## config.mk

```make
export PLATFORM = sky130hd
export DESIGN_NAME = mpsoc_ahb3_master_port_flat
export DESIGN_NICKNAME = d
export VERILOG_FILES = /design/src/rtl/mpsoc_ahb3_master_port_if.sv /design/src/rtl/mpsoc_ahb3_master_port.sv /design/src/flat_wrapper.sv
export SDC_FILE = /design/constraint.sdc
export NUM_CORES = 1
export LEC_CHECK = 0
export BUFFER_PORTS_ARGS = -buffer_cell sky130_fd_sc_hd__buf_2
export CELL_PAD_IN_SITES_DETAIL_PLACEMENT = 2
export CELL_PAD_IN_SITES_GLOBAL_PLACEMENT = 2
export CORE_ASPECT_RATIO = 1.5
export CORE_MARGIN = 5
export CORE_UTILIZATION = 29
export CTS_BUF_LIST = sky130_fd_sc_hd__clkbuf_2 sky130_fd_sc_hd__clkbuf_4 sky130_fd_sc_hd__clkbuf_8
export DETAILED_ROUTE_END_ITERATION = 6
export PLACE_DENSITY_LB_ADDON = 0.1
export SETUP_SLACK_MARGIN = 0.2
export SYNTH_ARGS = -nofsm -noshare
export SYNTH_HDL_FRONTEND = slang
export SYNTH_SLANG_ARGS = --single-unit
```

## constraint.sdc

```tcl
create_clock -name HCLK -period 4 [get_ports HCLK]
set_input_delay 0.4 -clock HCLK [delete_from_list [all_inputs] [get_ports HCLK]]
set_output_delay 0.4 -clock HCLK [all_outputs]
set_load 0.05 [all_outputs]
```

## src/rtl/mpsoc_ahb3_master_port_if.sv

```systemverilog
// AHB3-Lite bus bundle between a single master port and its slave side.
// Signal names follow the AMBA AHB3-Lite naming.
interface mpsoc_ahb3_master_port_if #(
  parameter int PLEN = 32,
  parameter int XLEN = 32
);
  logic [PLEN-1:0] HADDR;
  logic            HWRITE;
  logic [2:0]      HSIZE;
  logic [2:0]      HBURST;
  logic [3:0]      HPROT;
  logic [1:0]      HTRANS;
  logic            HMASTLOCK;
  logic [XLEN-1:0] HWDATA;
  logic [XLEN-1:0] HRDATA;
  logic            HREADY;
  logic            HRESP;

  modport master (
    output HADDR, HWRITE, HSIZE, HBURST, HPROT, HTRANS, HMASTLOCK, HWDATA,
    input  HRDATA, HREADY, HRESP
  );

  modport slave (
    input  HADDR, HWRITE, HSIZE, HBURST, HPROT, HTRANS, HMASTLOCK, HWDATA,
    output HRDATA, HREADY, HRESP
  );
endinterface

```

## src/rtl/mpsoc_ahb3_master_port.sv

```systemverilog
// Single-channel AHB3-Lite master: valid/ready commands become pipelined SINGLE
// transfers, one registered response each, with ERROR cancel-and-reissue.
module mpsoc_ahb3_master_port #(
  parameter int         PLEN      = 32,
  parameter int         XLEN      = 32,
  parameter logic [3:0] HPROT_VAL = 4'b0011
) (
  input  logic            HCLK,
  input  logic            HRESET,

  input  logic            cmd_valid,
  output logic            cmd_ready,
  input  logic [PLEN-1:0] cmd_addr,
  input  logic            cmd_we,
  input  logic [2:0]      cmd_size,
  input  logic [XLEN-1:0] cmd_wdata,

  output logic            rsp_valid,
  output logic [XLEN-1:0] rsp_rdata,
  output logic            rsp_err,

  mpsoc_ahb3_master_port_if.master ahb
);

  localparam logic [1:0] HTRANS_IDLE   = 2'b00;
  localparam logic [1:0] HTRANS_NONSEQ = 2'b10;
  localparam logic [2:0] HBURST_SINGLE = 3'b000;

  logic            ap_valid_r;
  logic            dp_valid_r;
  logic            dp_we_r;
  logic            hold_r;
  logic [XLEN-1:0] wdata_ap_r;
  logic [PLEN-1:0] haddr_r;
  logic            hwrite_r;
  logic [2:0]      hsize_r;
  logic [1:0]      htrans_r;
  logic [XLEN-1:0] hwdata_r;
  logic            rsp_valid_r;
  logic [XLEN-1:0] rsp_rdata_r;
  logic            rsp_err_r;

  logic err1_s;
  logic cmd_ready_s;
  logic accept_s;
  logic handoff_s;
  logic complete_s;
  logic ap_valid_nxt_s;
  logic dp_valid_nxt_s;
  logic hold_nxt_s;

  // err1 marks the first cycle of a two-cycle ERROR response
  assign err1_s      = dp_valid_r & ahb.HRESP & ~ahb.HREADY;
  assign cmd_ready_s = ~ap_valid_r | (ahb.HREADY & ~hold_r & ~err1_s);
  assign accept_s    = cmd_valid & cmd_ready_s;
  assign handoff_s   = ahb.HREADY & ap_valid_r & ~hold_r;
  assign complete_s  = dp_valid_r & ahb.HREADY;

  // Next-state of the address-phase, data-phase and ERROR-hold flags
  always_comb begin
    ap_valid_nxt_s = ap_valid_r;
    dp_valid_nxt_s = dp_valid_r;
    hold_nxt_s     = hold_r;

    if (accept_s) begin
      ap_valid_nxt_s = 1'b1;
    end else if (handoff_s) begin
      ap_valid_nxt_s = 1'b0;
    end else begin
      ap_valid_nxt_s = ap_valid_r;
    end

    if (handoff_s) begin
      dp_valid_nxt_s = 1'b1;
    end else if (complete_s) begin
      dp_valid_nxt_s = 1'b0;
    end else begin
      dp_valid_nxt_s = dp_valid_r;
    end

    if (complete_s) begin
      hold_nxt_s = 1'b0;
    end else if (err1_s && ap_valid_r) begin
      hold_nxt_s = 1'b1;
    end else begin
      hold_nxt_s = hold_r;
    end
  end

  // Pipeline state, registered AHB outputs and the response register
  always_ff @(posedge HCLK or posedge HRESET) begin
    if (HRESET) begin
      ap_valid_r  <= 1'b0;
      dp_valid_r  <= 1'b0;
      dp_we_r     <= 1'b0;
      hold_r      <= 1'b0;
      wdata_ap_r  <= '0;
      haddr_r     <= '0;
      hwrite_r    <= 1'b0;
      hsize_r     <= 3'b000;
      htrans_r    <= HTRANS_IDLE;
      hwdata_r    <= '0;
      rsp_valid_r <= 1'b0;
      rsp_rdata_r <= '0;
      rsp_err_r   <= 1'b0;
    end else begin
      ap_valid_r  <= ap_valid_nxt_s;
      dp_valid_r  <= dp_valid_nxt_s;
      hold_r      <= hold_nxt_s;
      // HTRANS is computed from the next-state flags so the bus sees a flop
      htrans_r    <= (ap_valid_nxt_s && !hold_nxt_s) ? HTRANS_NONSEQ : HTRANS_IDLE;
      if (accept_s) begin
        haddr_r    <= cmd_addr;
        hwrite_r   <= cmd_we;
        hsize_r    <= cmd_size;
        wdata_ap_r <= cmd_wdata;
      end
      if (handoff_s) begin
        dp_we_r  <= hwrite_r;
        hwdata_r <= wdata_ap_r;
      end
      rsp_valid_r <= complete_s;
      rsp_err_r   <= complete_s & ahb.HRESP;
      if (complete_s) begin
        rsp_rdata_r <= dp_we_r ? {XLEN{1'b0}} : ahb.HRDATA;
      end
    end
  end

  assign cmd_ready     = cmd_ready_s;
  assign rsp_valid     = rsp_valid_r;
  assign rsp_rdata     = rsp_rdata_r;
  assign rsp_err       = rsp_err_r;

  assign ahb.HADDR     = haddr_r;
  assign ahb.HWRITE    = hwrite_r;
  assign ahb.HSIZE     = hsize_r;
  assign ahb.HBURST    = HBURST_SINGLE;
  assign ahb.HPROT     = HPROT_VAL;
  assign ahb.HTRANS    = htrans_r;
  assign ahb.HMASTLOCK = 1'b0;
  assign ahb.HWDATA    = hwdata_r;

endmodule
```

## src/flat_wrapper.sv

```systemverilog
// flat-port wrapper written by rule: the top's interface ports become plain ports
module mpsoc_ahb3_master_port_flat 
#(
  parameter int         PLEN      = 32,
  parameter int         XLEN      = 32,
  parameter logic [3:0] HPROT_VAL = 4'b0011
)
  (HCLK, HRESET, cmd_valid, cmd_ready, cmd_addr, cmd_we, cmd_size, cmd_wdata, rsp_valid, rsp_rdata, rsp_err, ahb_HADDR, ahb_HWRITE, ahb_HSIZE, ahb_HBURST, ahb_HPROT, ahb_HTRANS, ahb_HMASTLOCK, ahb_HWDATA, ahb_HRDATA, ahb_HREADY, ahb_HRESP);
  mpsoc_ahb3_master_port_if #(.PLEN(PLEN), .XLEN(XLEN)) ahb_i ();
  input  logic HCLK;
  input  logic HRESET;
  input  logic cmd_valid;
  output logic cmd_ready;
  input  logic [PLEN-1:0] cmd_addr;
  input  logic cmd_we;
  input  logic [2:0] cmd_size;
  input  logic [XLEN-1:0] cmd_wdata;
  output logic rsp_valid;
  output logic [XLEN-1:0] rsp_rdata;
  output logic rsp_err;
  output wire logic [$bits(ahb_i.HADDR)-1:0] ahb_HADDR;
  output wire logic [$bits(ahb_i.HWRITE)-1:0] ahb_HWRITE;
  output wire logic [$bits(ahb_i.HSIZE)-1:0] ahb_HSIZE;
  output wire logic [$bits(ahb_i.HBURST)-1:0] ahb_HBURST;
  output wire logic [$bits(ahb_i.HPROT)-1:0] ahb_HPROT;
  output wire logic [$bits(ahb_i.HTRANS)-1:0] ahb_HTRANS;
  output wire logic [$bits(ahb_i.HMASTLOCK)-1:0] ahb_HMASTLOCK;
  output wire logic [$bits(ahb_i.HWDATA)-1:0] ahb_HWDATA;
  input wire logic [$bits(ahb_i.HRDATA)-1:0] ahb_HRDATA;
  input wire logic [$bits(ahb_i.HREADY)-1:0] ahb_HREADY;
  input wire logic [$bits(ahb_i.HRESP)-1:0] ahb_HRESP;
  assign ahb_HADDR = ahb_i.HADDR;
  assign ahb_HWRITE = ahb_i.HWRITE;
  assign ahb_HSIZE = ahb_i.HSIZE;
  assign ahb_HBURST = ahb_i.HBURST;
  assign ahb_HPROT = ahb_i.HPROT;
  assign ahb_HTRANS = ahb_i.HTRANS;
  assign ahb_HMASTLOCK = ahb_i.HMASTLOCK;
  assign ahb_HWDATA = ahb_i.HWDATA;
  assign ahb_i.HRDATA = ahb_HRDATA;
  assign ahb_i.HREADY = ahb_HREADY;
  assign ahb_i.HRESP = ahb_HRESP;
  mpsoc_ahb3_master_port #(.PLEN(PLEN), .XLEN(XLEN), .HPROT_VAL(HPROT_VAL)) u_core (.HCLK(HCLK), .HRESET(HRESET), .cmd_valid(cmd_valid), .cmd_ready(cmd_ready), .cmd_addr(cmd_addr), .cmd_we(cmd_we), .cmd_size(cmd_size), .cmd_wdata(cmd_wdata), .rsp_valid(rsp_valid), .rsp_rdata(rsp_rdata), .rsp_err(rsp_err), .ahb(ahb_i));
endmodule
```

### Word level (Yosys, flattened, before mapping)

Index checks and enable logic that the tools add are counted.
Widths: inputs -> output; s select.

* word-level logic and storage cells: 39
* register bits after elaboration: 140
* input port bits: 105
* output and inout port bits: 113

* bitwise operators: 14
* multiplexer cells: 8
* reductions and logical operators: 4

Operators with widths (count)
* $mux 32: 1
* $and 1x1->1: 9
* $mux 1: 6
* $not 1->1: 4
* $logic_and 1x1->1: 2
* $mux 2: 1
* $reduce_bool 2->1: 1
* $logic_not 1->1: 1
* $or 1x1->1: 1

### Depth between registers and ports, before layout

* depth in word-level cells: 9
* depth in mapped cells: 5
* depth with buffers taken out: 4

### Worst setup path after synthesis

No wires, ideal clock.

* path type: register -> register
* from: reg u_core.hold_r
* to: reg u_core.haddr_r[10], in the netlist u_core.ahb.HADDR[10]
* cell stages (with the launch flop): 6
* arrival time: 1.369 ns
* buffers on the path: 2
* slack: 2.503 ns
* cell sequence: dfrtp_1 -> nand2b_2 -> a21boi_4 -> buf_6 -> buf_6 -> mux2_1

* longest elaborated chain between the ends: 5

RTL lines
* start: declaration: line mpsoc_ahb3_master_port.sv:32 `logic hold_r;`
* start signal: assignment: line mpsoc_ahb3_master_port.sv:109 `hold_r <= hold_nxt_s;`
* $not 1->1: line mpsoc_ahb3_master_port.sv:54 `assign cmd_ready_s = ~ap_valid_r | (ahb.HREADY & ~hold_r & ~err1_s);`
* $and 1x1->1 (2 in a row): line mpsoc_ahb3_master_port.sv:54
* $or 1x1->1: line mpsoc_ahb3_master_port.sv:54
* $and 1x1->1: line mpsoc_ahb3_master_port.sv:55 `assign accept_s = cmd_valid & cmd_ready_s;`
* end signal: assignment: line mpsoc_ahb3_master_port.sv:113 `haddr_r <= cmd_addr;`
* end: declaration: line mpsoc_ahb3_master_port.sv:34 `logic [PLEN-1:0] haddr_r;`

No other way between the ends.
A chain may end at the register's enable or synchronous reset.

### Worst setup path in the final report

* from: reg u_core.hold_r
* to: reg u_core.haddr_r[1], in the netlist u_core.ahb.HADDR[1]

The elaborated chain is that of the path after synthesis.

==> summary.md <==
| Metric | Value |
|---|---|
| Final wirelength | 14.4 mm |
| CTS tree | done |
| Run status | completed |
| Core area | approximately 18000 µm² |
| Crit path buffers/inverters | 1 |
| Starting Density | 29.2% |
| Final Net Count | between 600 and 700 |
| TritonCTS buffer count | 17 |
| ANT nets after route | 0 |
| RSZ-0062 raised after global routing | false |
| Fmax | between 400 and 500 MHz |
| DRC Markers | 0 |
| First-pass GRT wire length | ~23 mm |
| Worst-margin pin slew | a little over 1000 ps |
| Setup repair bufs after CTS | 0 |
| Die height | roughly 180 µm |
| Critical Path Start | u_core.hold_r |
| Die width | about 120 µm |
| # IOs | 218 |
| Clock Latency Late Sink | 450 ps |
| R2R setup slack | just under 2000 ps |
| Synth cell types | 19 |
| Post-synthesis sequential area ratio | between 60 and 70% |
| Hold Buf Count CTS | 0 |
| Maxcap violations | 0 |
| Slew Limit Fails | 0 |
| Final hold slack | 113 ps |
| Gr ovfl total | 0 |
| Setup Skew | 9.29 ps |
| YS warnings | 0 |
| Worst r2r src | u_core.hold_r |
| WL/cell | ~17 µm |
| Layout cells sized above 1 | 54.5% |
| Largest net degree at the start of global routing | 140 |
| P&R area growth vs syn | 31.5% |
| Port Buffers | between 200 and 250 |
| Iter 0 DRT Violations | about 130 |
| CP peak stage delay | roughly 540 ps |
| Routability congestion estimate | 0.719 |
| Critical path endpoint category | register |
| Clk slew on worst S/H paths | 80 ps |
| Reg-to-Reg End | u_core.ahb.HADDR[1] |
| Area leader, netlist | dfrtp_1 |
| Vias per cell | ~4.3 |
| DR vias | 3675 |
| Worst IR drop on VDD | approximately 0.33 mV |
| Antenna violations before repair | 1 |
| CTS sink count | approximately 140 |
| Htree depth | 4 |
| Root buf cell | clkbuf_8 |
| Final instance area | roughly 7100 µm² |
| Slew margin rel. | a little under a third |
| Min Tclk post-route | slightly above 2000 ps |
| Family with the most delay on the worst path | compound AO/OA/AOI/OAI gates |
| CTS max path bufs | 2 |
| Crit path cell chain | nand2b_2 -> a21boi_4 -> buf_12 -> mux2_2 |
| Worst R2R Path Depth | 4 |
| Post-route clock period utilization | around half |
| Die area | roughly 21000 µm² |
| Arr. time, crit path | between 2000 and 2500 ps |
| P per Cell Area | between 900 and 1000 nW/µm² |
| DP HPWL | slightly above 10 mm |
| Leakage | 3.41 nW |
| WP data required | about 4300 ps |
| Synth Cell Area | roughly 5400 µm² |
| Post-DP Area | 6620 µm² |
| Hold WC Path Type | input pin to asynchronous set/reset pin |
| First-pass iteration count of the detailed router | 5 |
| TNS Setup | 0 ps |
| Post-CTS Resized | 0 |
| Ant diodes | 0 |
| Vias in the first global route | just over 4000 |
| Post-Synthesis Cells | around 380 |
| # rows | just over 60 |
| Slowest-stage cell, CP | a21boi_4 |
| Total global-route track usage | between 10% and 20% |
| Top cell type's share of synthesized area | roughly 65% |
| Final Hold Fails | 0 |
| Setup CP Type | register to register |
| Final setup fails | 0 |
| CP startpoint kind | register |
| CP Max Fanout | 52 |
| #FFs+latches synth | between 100 and 150 |
| Synth area leaders | dfrtp_1 (65%), mux2_2 (17%), mux2_1 (4.2%) |
| Avg Cell Area, Syn | between 10 and 15 µm² |
-- registers in the layout, indices dropped and copies added (netlist names) --
name               flops
u_core.ahb.HADDR      32
u_core.ahb.HSIZE       3
u_core.ahb.HTRANS      1
u_core.ahb.HWDATA     32
u_core.ahb.HWRITE      1
u_core.ap_valid_r      1
u_core.dp_valid_r      1
u_core.dp_we_r         1
u_core.hold_r          1
u_core.rsp_err         1
u_core.rsp_rdata      32
u_core.rsp_valid       1
u_core.wdata_ap_r     32
-- synthesized netlist by cell type --
| master | number |
|---|---|
| mux2_1 | 20 |
| and3_1 | 1 |
| nand2b_1 | 32 |
| nand2b_2 | 1 |
| clkbuf_1 | 10 |
| a21oi_1 | 1 |
| dfrtp_1 | 139 |
| buf_2 | 3 |
| mux2_2 | 81 |
| nor2_1 | 2 |
| o21ai_0 | 33 |
| a31oi_1 | 1 |
| conb_1 | 2 |
| a21boi_4 | 1 |
| nand2_1 | 34 |
| buf_6 | 3 |
| nand3b_2 | 1 |
| buf_4 | 13 |
| inv_1 | 4 |
-- layout by cell type, fill, tap and decap left out --
cell type and n:
a31oi_1 1, clkbuf_8 18, bufinv_16 4, nand3b_2 1
nand2_2 1, clkinv_4 5, clkinvlp_4 3, nand2_1 33
mux2_1 20, clkinv_2 1, nand2b_2 1, inv_1 3
buf_12 2, mux2_2 81, buf_2 208, inv_6 1
dfrtp_1 139, clkbuf_4 1, a21oi_1 1, and3_1 1
o21ai_0 33, nor2_1 2, conb_1 9, a21boi_4 1
nand2b_1 32
-- through the flow --
stage               utilization, %  instances  setup slack (ps)  power (mW)
floorplan                        -        389              1860        4.90
global placement              36.0        822              1900        5.66
detailed placement            36.0        822              1830        5.77
CTS                           38.4        854              1870        7.09
global route                  38.4        854              1820        7.35
finish                        38.4        854              1950        6.93
-- routing by layer --
layer / share of wire [%] / wire [µm] / global-route usage (%) / up-vias
met1: 38 / 5490 / 15.4 / 1851
li1: - / - / - / 1677
met4: 1.5 / 213 / 4.67 / 2
met3: 7.6 / 1100 / 5.66 / 17
met2: 53 / 7610 / 23.6 / 128
met5: 0.090 / 13 / 0 / -
-- kinds of logic after synthesis --
| logic type | after synthesis | synth area share [%] |
|---|---|---|
| DFF | 139 | 64.7 |
| buffers and inverters | 33 | 3.70 |
| other | 2 | 0.140 |
| muxes | 101 | 21.1 |
| and+or+nand+nor | 71 | 6.72 |
| AOI/OAI and AO/OA | 36 | 3.63 |
-- worst max path at each step --
stage                                  endpoint  slack, ps  cells after the start
after floorplan             u_core.ahb.HADDR[0]       1860                      1
after global placement    u_core.ahb.HWDATA[11]       1900                      3
after global routing      u_core.ahb.HWDATA[20]       1820                      2
after CTS                 u_core.ahb.HWDATA[20]       1870                      2
after detailed placement   u_core.ahb.HWDATA[2]       1830                      3
final                       u_core.ahb.HADDR[1]       1950                      4
-- worst register-to-register path, cell delays in order, from the launching register on --
cell and delay, ps:
dfrtp_1 390, nand2b_2 220, a21boi_4 540, buf_12 350
mux2_2 430
-- area by class of cell --
cell class	instances	area [µm²]
clock buffers	19	255
clock inverters	13	193
fillers	1926	11300
inverters	4	18.8
multi-input cells	217	1730
flip-flops and latches	139	3480
well taps	252	315
repair buffers	210	1080
-- power by group --
part / switching, mW / total (mW) / internal (mW)
Combinational: 2.37 / 3.28 / 0.911
Clock: 0.567 / 1.28 / 0.708
Sequential: 0.341 / 2.38 / 2.04
Note: power is estimated with default switching activity, not from simulation.
